[config.mk]
export PLATFORM = sky130hd
export DESIGN_NAME = map_port_arbiter
export DESIGN_NICKNAME = d
export VERILOG_FILES = /design/src/rtl/map_port_arbiter.sv
export SDC_FILE = /design/constraint.sdc
export NUM_CORES = 1
export LEC_CHECK = 0
export CORE_MARGIN = 5
export CORE_UTILIZATION = 38
export DETAILED_ROUTE_END_ITERATION = 8
export PLACE_DENSITY_LB_ADDON = 0.12
export SYNTH_ARGS = -nofsm -noshare
export SYNTH_HDL_FRONTEND = slang
export SYNTH_SLANG_ARGS = --single-unit
[constraint.sdc]
create_clock -name clk -period 1.85 [get_ports clk]
set_input_delay 0.4625 -clock clk [delete_from_list [all_inputs] [get_ports clk]]
set_output_delay 0.4625 -clock clk [all_outputs]
set_load 0.05 [all_outputs]
[src/rtl/map_port_arbiter.sv]
// Two-port arbiter sharing one single-port world-map BRAM between video and bot.
// Define MAP_ARB_STARVE_EN to add the bot starvation counter and forced bot grant.
module map_port_arbiter #(
   parameter int unsigned MAP_AW       = 14,
   parameter int unsigned STARVE_LIMIT = 4
) (
   input  logic              clk,
   input  logic              reset_n,
   input  logic              vid_req,
   input  logic [MAP_AW-1:0] vid_addr,
   output logic              vid_gnt,
   output logic              vid_valid,
   output logic [1:0]        vid_data,
   input  logic              bot_req,
   input  logic [MAP_AW-1:0] bot_addr,
   output logic              bot_gnt,
   output logic              bot_valid,
   output logic [1:0]        bot_data,
   output logic [MAP_AW-1:0] map_addr,
   input  logic [1:0]        map_data
);

   if (STARVE_LIMIT < 1 || STARVE_LIMIT > 15) begin : g_bad_limit
      $error("map_port_arbiter: STARVE_LIMIT must be in 1..15");
   end

   // One-hot style encoding: each grant output is a single state flop bit.
   typedef enum logic [1:0] {
      IDLE    = 2'b00,
      GNT_VID = 2'b01,
      GNT_BOT = 2'b10
   } state_t;

   state_t            state_q, state_d;
   logic [MAP_AW-1:0] map_addr_q, map_addr_d;
   logic              vid_valid_q, vid_valid_d;
   logic              bot_valid_q, bot_valid_d;
   logic              bot_win;

`ifdef MAP_ARB_STARVE_EN
   localparam int unsigned CNT_W = 4;
   localparam logic [CNT_W-1:0] LIMIT = CNT_W'(STARVE_LIMIT);

   logic [CNT_W-1:0] wait_q, wait_d;

   // Bot wins when video is idle or the bot has waited STARVE_LIMIT cycles.
   always_comb begin
      bot_win = bot_req && (!vid_req || (wait_q == LIMIT));
      wait_d  = wait_q;
      if (!bot_req || bot_win) begin
         wait_d = '0;
      end else if (wait_q != LIMIT) begin
         wait_d = wait_q + CNT_W'(1);
      end
   end

   always_ff @(posedge clk or negedge reset_n) begin
      if (!reset_n) begin
         wait_q <= '0;
      end else begin
         wait_q <= wait_d;
      end
   end
`else
   always_comb begin
      bot_win = bot_req && !vid_req;
   end
`endif

   // Next grant, captured address and read-return strobes.
   always_comb begin
      state_d     = IDLE;
      map_addr_d  = map_addr_q;
      vid_valid_d = (state_q == GNT_VID);
      bot_valid_d = (state_q == GNT_BOT);
      if (bot_win) begin
         state_d    = GNT_BOT;
         map_addr_d = bot_addr;
      end else if (vid_req) begin
         state_d    = GNT_VID;
         map_addr_d = vid_addr;
      end
   end

   always_ff @(posedge clk or negedge reset_n) begin
      if (!reset_n) begin
         state_q     <= IDLE;
         map_addr_q  <= '0;
         vid_valid_q <= 1'b0;
         bot_valid_q <= 1'b0;
      end else begin
         state_q     <= state_d;
         map_addr_q  <= map_addr_d;
         vid_valid_q <= vid_valid_d;
         bot_valid_q <= bot_valid_d;
      end
   end

   assign vid_gnt   = (state_q == GNT_VID);
   assign bot_gnt   = (state_q == GNT_BOT);
   assign vid_valid = vid_valid_q;
   assign bot_valid = bot_valid_q;
   assign map_addr  = map_addr_q;
   // BRAM output is shared; the valid strobes identify the owner.
   assign vid_data  = map_data;
   assign bot_data  = map_data;

endmodule

==> flow_metrics.tcl <==
set metrics [dict create \
    finalNetCount 154 \
    cts_htree_levels 1 \
    yosysSeqAreaShare 0.5318 \
    viasPerCell 4.633 \
    critPathCaptureType "primary output" \
    synth_seq_cells 18 \
    grt-ovfl-total 0 \
    die_w_um 57.22 \
    syn-num-nets 107 \
    syn_area_per_cell_sq_um 11.60 \
    drt_iter0_drc 9 \
    muxShareOfSynthArea 0.1654 \
    synthAdderAreaFrac 0 \
    p_leak_nw 0.6263 \
    synth_top_family_by_area "multiplexers" \
    skew_ns 0.00009914 \
    first_pass_iters 2 \
    syn_inst 73 \
    cts.sinks 18 \
    wl_per_cell_um 13.42 \
    hold_ws_ns 0.4632 \
    drc_errors 0 \
    cts_resized 0 \
    synthSimpleGateAreaFrac 0.08419 \
    rsz0062_at_grt "no" \
    cts_hold_buf 0 \
    path_max_fanout 2 \
    r2r_cells 2 \
    pwr_density_cell_nw_per_um2 760.1 \
    crit_required_ns 1.39 \
    path_cells "nor2b_1 > buf_12" \
    layout.cells.non_filler 147 \
    final_core_util 0.6171 \
    clock_path_buffers 2 \
    min_period_ns 1.549 \
    drt-total-wl_um 1973 \
    synthXorXnorAreaFrac 0 \
    tritoncts "done" \
    setup_violations 0 \
    grt_pass1_wl_um 3401 \
    hold_viol 0 \
    ioPinCount 56 \
    grt_usage 0.1316 \
    tns_ns 0 \
    antenna_left 0 \
    grt_pass1_vias 799 \
    postCtsSetupBuffers 0 \
    clkTransAtPathRegs_ns 0.10 \
    hp-class "reg2reg" \
    min-delay-start "state_q[0]" \
    max_freq_ghz 0.6455 \
    post-route-period-util 0.8374 \
    cp-endpoint "vid_gnt" \
    netlist_area_sq_um 847.1 \
    synthDistinctLibCells 12 \
    io_buffers 49 \
    peakVddDrop_v 0.0005168 \
    insertion_delay_ns 0.28 \
    cap_violations 0 \
    fillers 201 \
    grt_max_degree 31 \
    r2r_end "map_addr[12]" \
    syn2layout_area_growth_pct 58.05 \
    path_depth 2 \
    die-area_sq_um 3274 \
    r2r_start "map_addr[12]" \
    crit_arrival_ns 1.09 \
    cts_root_buf "clkbuf_4" \
    start_util 0.3904 \
    antenna_found_initial 0 \
    path_buf_inv 1 \
    r2r_slack_ns 1.11 \
    crit_path_start_kind "flop" \
    slew_headroom 0.7808 \
    max_stage_delay_ns 0.39 \
    cts_inserted_buffers 3 \
    antenna_cells 0 \
    worstMarginPinSlew_ns 0.3288 \
    drv_slew 0 \
    critPathKind "reg2out" \
    power_mw 1.018 \
    drive_above_1_share 0.2773 \
    crit_family "flip-flops" \
    gp_congestion 0.6682 \
    vias 681 \
    coreArea_sq_um 2170 \
    dp_cells 143 \
    row_count 17 \
    yosysWarnings 0 \
    fp.dieH_um 57.22 \
    outcome "completed" \
    startpoint "state_q[1]" \
    synth_compound_area_frac 0.1182 \
    cpMaxStageDelayCell "dfrtp_1" \
]
## cell usage after synthesis
library cell,instances,area (sq um)
dfrtp_1,18,450.4
mux2i_1,14,140.1
nand2_1,14,52.55
o21ai_2,8,70.07
buf_4,6,45.04
o21ai_0,5,25.02
nor2b_1,3,18.77
buf_12,1,20.02
buf_2,1,5.000
buf_6,1,11.26
clkbuf_1,1,3.750
o21ai_1,1,5.000
## through the flow
stage / instance area (sq um) / setup slack (ns)
final: 1339 / 0.3009
after global routing: 1339 / 0.2369
after CTS: 1339 / 0.2728
after detailed placement: 1303 / 0.2591
after global placement: 1303 / 0.2857
after floorplan: 847.1 / 0.3119
## how the worst min path moves through the flow
| stage | endpoint | cells past startpoint | slack, ns |
|---|---|---|---|
| 3_5_place_dp | bot_valid | 1 | 0.45 |
| 3_3_place_gp | vid_valid | 1 | 0.45 |
| 2_1_floorplan | bot_valid | 0 | 0.17 |
| 6_report | bot_valid | 1 | 0.46 |
| 5_1_grt | bot_valid | 1 | 0.48 |
| 4_1_cts | bot_valid | 1 | 0.47 |
## worst register-to-register path: stages, from the launching register on
cell and delay, ns:
dfrtp_1 0.41, mux2i_1 0.17, o21ai_2 0.06
## cell usage in the layout (no fill, tap or decap)
master,count
buf_4,18
dfrtp_1,18
clkbuf_4,3
o21ai_1,1
clkdlybuf4s50_1,31
clkbuf_8,1
nor2b_1,3
nand2_1,14
buf_12,3
o21ai_0,5
o21ai_2,8
mux2i_1,14
## metal layers
layer  GRT usage  share of wire  up-vias
met2      0.2382           0.51       30
met1      0.1414           0.38      316
met5           0              0        -
met3     0.04299          0.096        2
li1            -              -      333
met4     0.04967         0.0086        0
## cells by family (layout without fill, tap and decap cells)
group,after synthesis,in the layout
AOI/OAI and AO/OA,14,14
buffers and inverters,10,56
DFF,18,18
muxes,14,14
and+or+nand+nor,17,17
## layout make-up
| cell class | count | area [sq um] | area share |
|---|---|---|---|
| Sequential cell | 18 | 450.4 | 0.3364 |
| Multi-Input combinational cell | 45 | 311.5 | 0.2327 |
| Clock buffer | 4 | 36.28 | 0.02710 |
| Timing Repair Buffer | 52 | 505.5 | 0.3776 |
| Tap cell | 28 | 35.03 | 0.02617 |
## state kept, by name, indices dropped and copies added, names as in the netlist
register,cells
map_addr,14
state_q,2
bot_valid,1
vid_valid,1
## report_power, final
group | internal, mW | switching (mW)
combinational | 0.143 | 0.192
sequential | 0.426 | 0.0169
clock | 0.120 | 0.121
total | 0.688 | 0.330
(Power assumes the default switching activity.)
==> patch 1 (config.mk and constraints unchanged) <==
Re-encode `state_t` (3 states) as one-hot, 3 bits wide.
--- a/src/rtl/map_port_arbiter.sv
+++ b/src/rtl/map_port_arbiter.sv
@@ -25,10 +25,10 @@
    end
 
    // One-hot style encoding: each grant output is a single state flop bit.
-   typedef enum logic [1:0] {
-      IDLE    = 2'b00,
-      GNT_VID = 2'b01,
-      GNT_BOT = 2'b10
+   typedef enum logic [2:0] {
+      IDLE    = 3'b001,
+      GNT_VID = 3'b010,
+      GNT_BOT = 3'b100
    } state_t;
 
    state_t            state_q, state_d;
Function: no difference found for any inputs over 10 cycles, from zero or initial values and one cycle with reset_n low; not proved beyond that.
==> patch 1 against the original RTL <==
Global-route usage decreased by 0.34 points; total power decreased by 1.7%; die area decreased by 0.37%; sequential cell count increased by 1; sequential power increased by 5.6%; worst hold slack improved by 0.0092 ns; area after synthesis decreased by 0.44%; highest routed layer unchanged; final area increased by 0.47%; register-to-register slack got worse by 0.06 ns; worst setup slack got worse by 0.076 ns; routed wire length decreased by 0.35%.
==> patch 1: results (changes against the original RTL) <==
DRT Pass-1 Iters 2 (unchanged); clk_lat worst skew 0.29 ns; Worst slew margin 81.7% (was 78.1%); total track usage 12.8% (was 13.2%); Hold Buf Count CTS 0 (unchanged); number of global-route vias before repair 765 (was 799); post-place setup slack 0.269 ns (was 0.259 ns); Crit path arrival time 1.16 ns (was 1.09 ns); CP delay by family, top flip-flops (unchanged); Post-CTS Setup Bufs 0 (unchanged); placer congestion estimate 0.666 (was 0.668); clock root buffer clkbuf_4 (unchanged); ANT cells 0 (unchanged); IO buf count 49 (unchanged); CTS Buf Count 3 (unchanged); register area share after synthesis 56.5% (was 53.2%); Primary FF master, synth dfrtp_1 (unchanged); Worst Hold Class register to register (unchanged); Unique masters post-synth 13 (was 12); top post-synthesis cells by area dfrtp_1 (53%), mux2i_1 (17%), nand2_1 (6.2%), o21ai_1 (4.7%), o21ai_0 (3.6%) (was dfrtp_1 (53%), mux2i_1 (17%), o21ai_2 (8.3%), nand2_1 (6.2%), buf_4 (5.3%)); first-pass GRT wire length 3280 um (was 3400 um); delay of the slowest critical-path stage 0.40 ns; Iter 0 DRT Violations 1 (was 9); Ys Warns 0 (unchanged); Clock Skew 0.00213 ns (was 0.0000991 ns); CTS resizes 0 (unchanged); Pleak 0.629 nW (was 0.626 nW); share of layout cells above drive strength 1 24.0% (was 27.7%); status completed (unchanged); vias per cell 4.59 (was 4.63); initial antenna violation count 0 (unchanged); largest net degree at the start of global routing 32 (was 31); CP max stage cell dfrtp_1 (unchanged); H-tree levels 1 (unchanged); Commonest cells post-synth dfrtp_1 (18), mux2i_1 (14), nand2_1 (14) (unchanged); maximum vdd drop 0.392 mV (was 0.517 mV); Post-layout nets 156 (was 154); wire per inst 13.2 um (was 13.4 um); post-synthesis net count 109 (was 107); DPL Wire Length 1480 um; CP max FO 2 (unchanged); Internal 0.000670 W (was 0.000688 W); max reg flops 14 (unchanged); clock buffer depth 2 (unchanged); Async SR Flop Fraction 100% (unchanged); layout filler cell count 199 (was 201); Clock Pin Slew Worst Setup and Hold Paths 0.11 ns
==> patch 1: changes by cell type after synthesis, sizes merged <==
cell    unedited run  this run
buf                9         6
clkbuf             1         4
dfstp              0         1
nor2               0         1
nor2b              3         1
nor3b              0         2
==> patch 1: kinds of logic (layout without fill, tap and decap cells) <==
family                 after synthesis  count (layout)  share of synthesized area [%]
AOI/OAI and AO/OA                   14              14                           8.31
DFF                                 19              19                           56.5
buffers and inverters               10              56                           9.05
and+or+nand+nor                     18              18                           9.49
muxes                               14              14                           16.6
==> patch 1: worst paths after layout <==
kind,cells after the start,slack (ns),end,startpoint
setup / recovery,2,0.22,bot_gnt,state_q[1]
hold / removal,1,0.47,bot_valid,state_q[1]
setup reg to reg,1,1.05,bot_valid,state_q[1]
hold reg to reg,1,0.47,bot_valid,state_q[1]
max in group asynchronous,2,1.10,state_q[0],reset_n
min in group asynchronous,2,0.49,map_addr[6],reset_n
==> patch 1: area by class of cell <==
class	count	area share, %
repair buffers	52	37.6
clock buffers	3	1.67
flip-flops and latches	19	35.4
well taps	28	2.60
clock inverters	1	0.372
multi-input cells	46	22.3
==> patch 1: layer usage <==
layer  vias up  part of all wire, %  routed length, um  global-route usage, %
met3         2                  6.9                135                   3.17
met5         -                    0                  0                      0
met4         0                 0.97                 19                   5.96
met2        21                   54               1060                   23.8
li1        341                    -                  -                      -
met1       320                   38                747                   13.4
==> patch 1: power by group through the flow <==
stage	Combinational (W)	Clock, W	Sequential, W
after floorplan	0.0000961	0	0.000584
after global placement	0.000326	0	0.000475
after detailed placement	0.000330	0	0.000476
after CTS	0.000331	0.000217	0.000469
after global routing	0.000347	0.000233	0.000473
final	0.000326	0.000207	0.000468
==> patch 1: stage by stage <==
stage / std cells / instance area [sq um] / utilization, % / hold slack [ns]
6_report: 149 / 1350 / 62.0 / 0.472
5_1_grt: 149 / 1350 / 62.0 / 0.485
4_1_cts: 149 / 1350 / 62.0 / 0.479
3_5_place_dp: 145 / 1320 / 60.7 / 0.460
3_3_place_gp: 145 / 1320 / 60.7 / 0.447
2_1_floorplan: 75 / 853 / - / 0.167
==> patch 2 (config.mk and constraints unchanged) <==
Without the edit above. Set the parameter `MAP_AW` to 16 (it was 14).
--- a/src/rtl/map_port_arbiter.sv
+++ b/src/rtl/map_port_arbiter.sv
@@ -1,7 +1,7 @@
 // Two-port arbiter sharing one single-port world-map BRAM between video and bot.
 // Define MAP_ARB_STARVE_EN to add the bot starvation counter and forced bot grant.
 module map_port_arbiter #(
-   parameter int unsigned MAP_AW       = 14,
+   parameter int unsigned MAP_AW       = 16,
    parameter int unsigned STARVE_LIMIT = 4
 ) (
    input  logic              clk,
Interface: changed (resized bot_addr, map_addr and vid_addr); port bits go from 56 to 62. No check against the original RTL was run, so the function may have changed too.
==> patch 2 against the original RTL <==
Global-route usage down 0.68 points; total power up 3.2%; largest cell class unchanged; worst setup slack worse by 0.020 ns; routed wire length up 6.9%; sequential cell count up 2; final area up 8.3%; via count up 8.5%; area after synthesis up 6.2%.
==> patch 2: results (changes against the original RTL) <==
largest net degree at the start of global routing 35 (was 31); number of global-route vias before repair 756 (was 799); top post-synthesis cells by area dfrtp_1 (56%), mux2i_1 (18%), nand2_1 (6.7%), o21ai_1 (5.0%), o21ai_0 (3.9%) (was dfrtp_1 (53%), mux2i_1 (17%), o21ai_2 (8.3%), nand2_1 (6.2%), buf_4 (5.3%)); Clock Skew 0.00175 ns (was 0.0000991 ns); Commonest cells post-synth dfrtp_1 (20), mux2i_1 (16), nand2_1 (16) (was dfrtp_1 (18), mux2i_1 (14), nand2_1 (14)); Unique masters post-synth 11 (was 12); Worst slew margin 81.1% (was 78.1%); Post-layout nets 172 (was 154); status completed (unchanged); IO buf count 55 (was 49); post-place setup slack 0.265 ns (was 0.259 ns); total track usage 12.5% (was 13.2%); share of layout cells above drive strength 1 19.7% (was 27.7%); Crit path arrival time 1.11 ns (was 1.09 ns); post-synthesis net count 119 (was 107); gate count after technology mapping 81 (was 73); share of Yosys cell area claimed by the top area cell type 55.6% (was 53.2%); fmax 637 MHz (was 646 MHz); Iter 0 DRT Violations 8 (was 9); first-pass GRT wire length 3320 um (was 3400 um); vias per cell 4.62 (was 4.63); maximum vdd drop 0.419 mV (was 0.517 mV); wire per inst 13.2 um (was 13.4 um); final WL 2110 um (was 1970 um); max reg flops 16 (was 14)
==> patch 2: cell types whose count changed after synthesis, sizes merged <==
cell | unedited run | this run
o21ai | 14 | 16
dfrtp | 18 | 20
mux2i | 14 | 16
nand2 | 14 | 16
==> patch 2: layout make-up <==
class / count / area (sq um)
clock buffer: 3 / 22.5
sequential: 20 / 500
tap: 28 / 35.0
timing repair buffer: 58 / 573
multi-input combinational: 51 / 319
fill: 198 / 783
==> patch 2: kinds of logic after synthesis <==
kind of cell           after synthesis  share of synthesized area, %
AND/OR/NAND/NOR                     19                          8.76
buffers and inverters               10                          8.90
AO/OA/AOI/OAI                       16                          8.90
flip-flops                          20                          55.6
multiplexers                        16                          17.8
==> patch 2: final timing paths <==
| check | startpoint | end | cells past startpoint |
|---|---|---|---|
| min in group asynchronous | reset_n | map_addr[9] | 2 |
| setup / recovery | state_q[1] | vid_gnt | 2 |
| hold reg to reg | state_q[0] | bot_valid | 1 |
| hold / removal | state_q[0] | bot_valid | 1 |
| max in group asynchronous | reset_n | map_addr[15] | 2 |
| setup reg to reg | state_q[1] | vid_valid | 1 |
==> patch 2: power groups by stage <==
stage | logic [W] | clock network, W | registers [W]
floorplan | 0.000101 | 0 | 0.000624
global placement | 0.000365 | 0 | 0.000500
global route | 0.000387 | 0.000216 | 0.000498
CTS | 0.000370 | 0.000203 | 0.000493
detailed placement | 0.000370 | 0 | 0.000502
finish | 0.000365 | 0.000192 | 0.000493
==> patch 2: routing by layer <==
layer  routed length [um]  track usage (%)  vias to the layer above
met5                    0                0                        -
met4                   13             2.91                        0
met3                  208             3.73                        2
met2                 1050             23.3                       28
met1                  838             13.8                      335
li1                     -                -                      374
==> patch 2: critical path, stage by stage (launching register included) <==
cell     delay [ns]
dfrtp_1        0.39
nor2b_1        0.26
buf_12         0.18
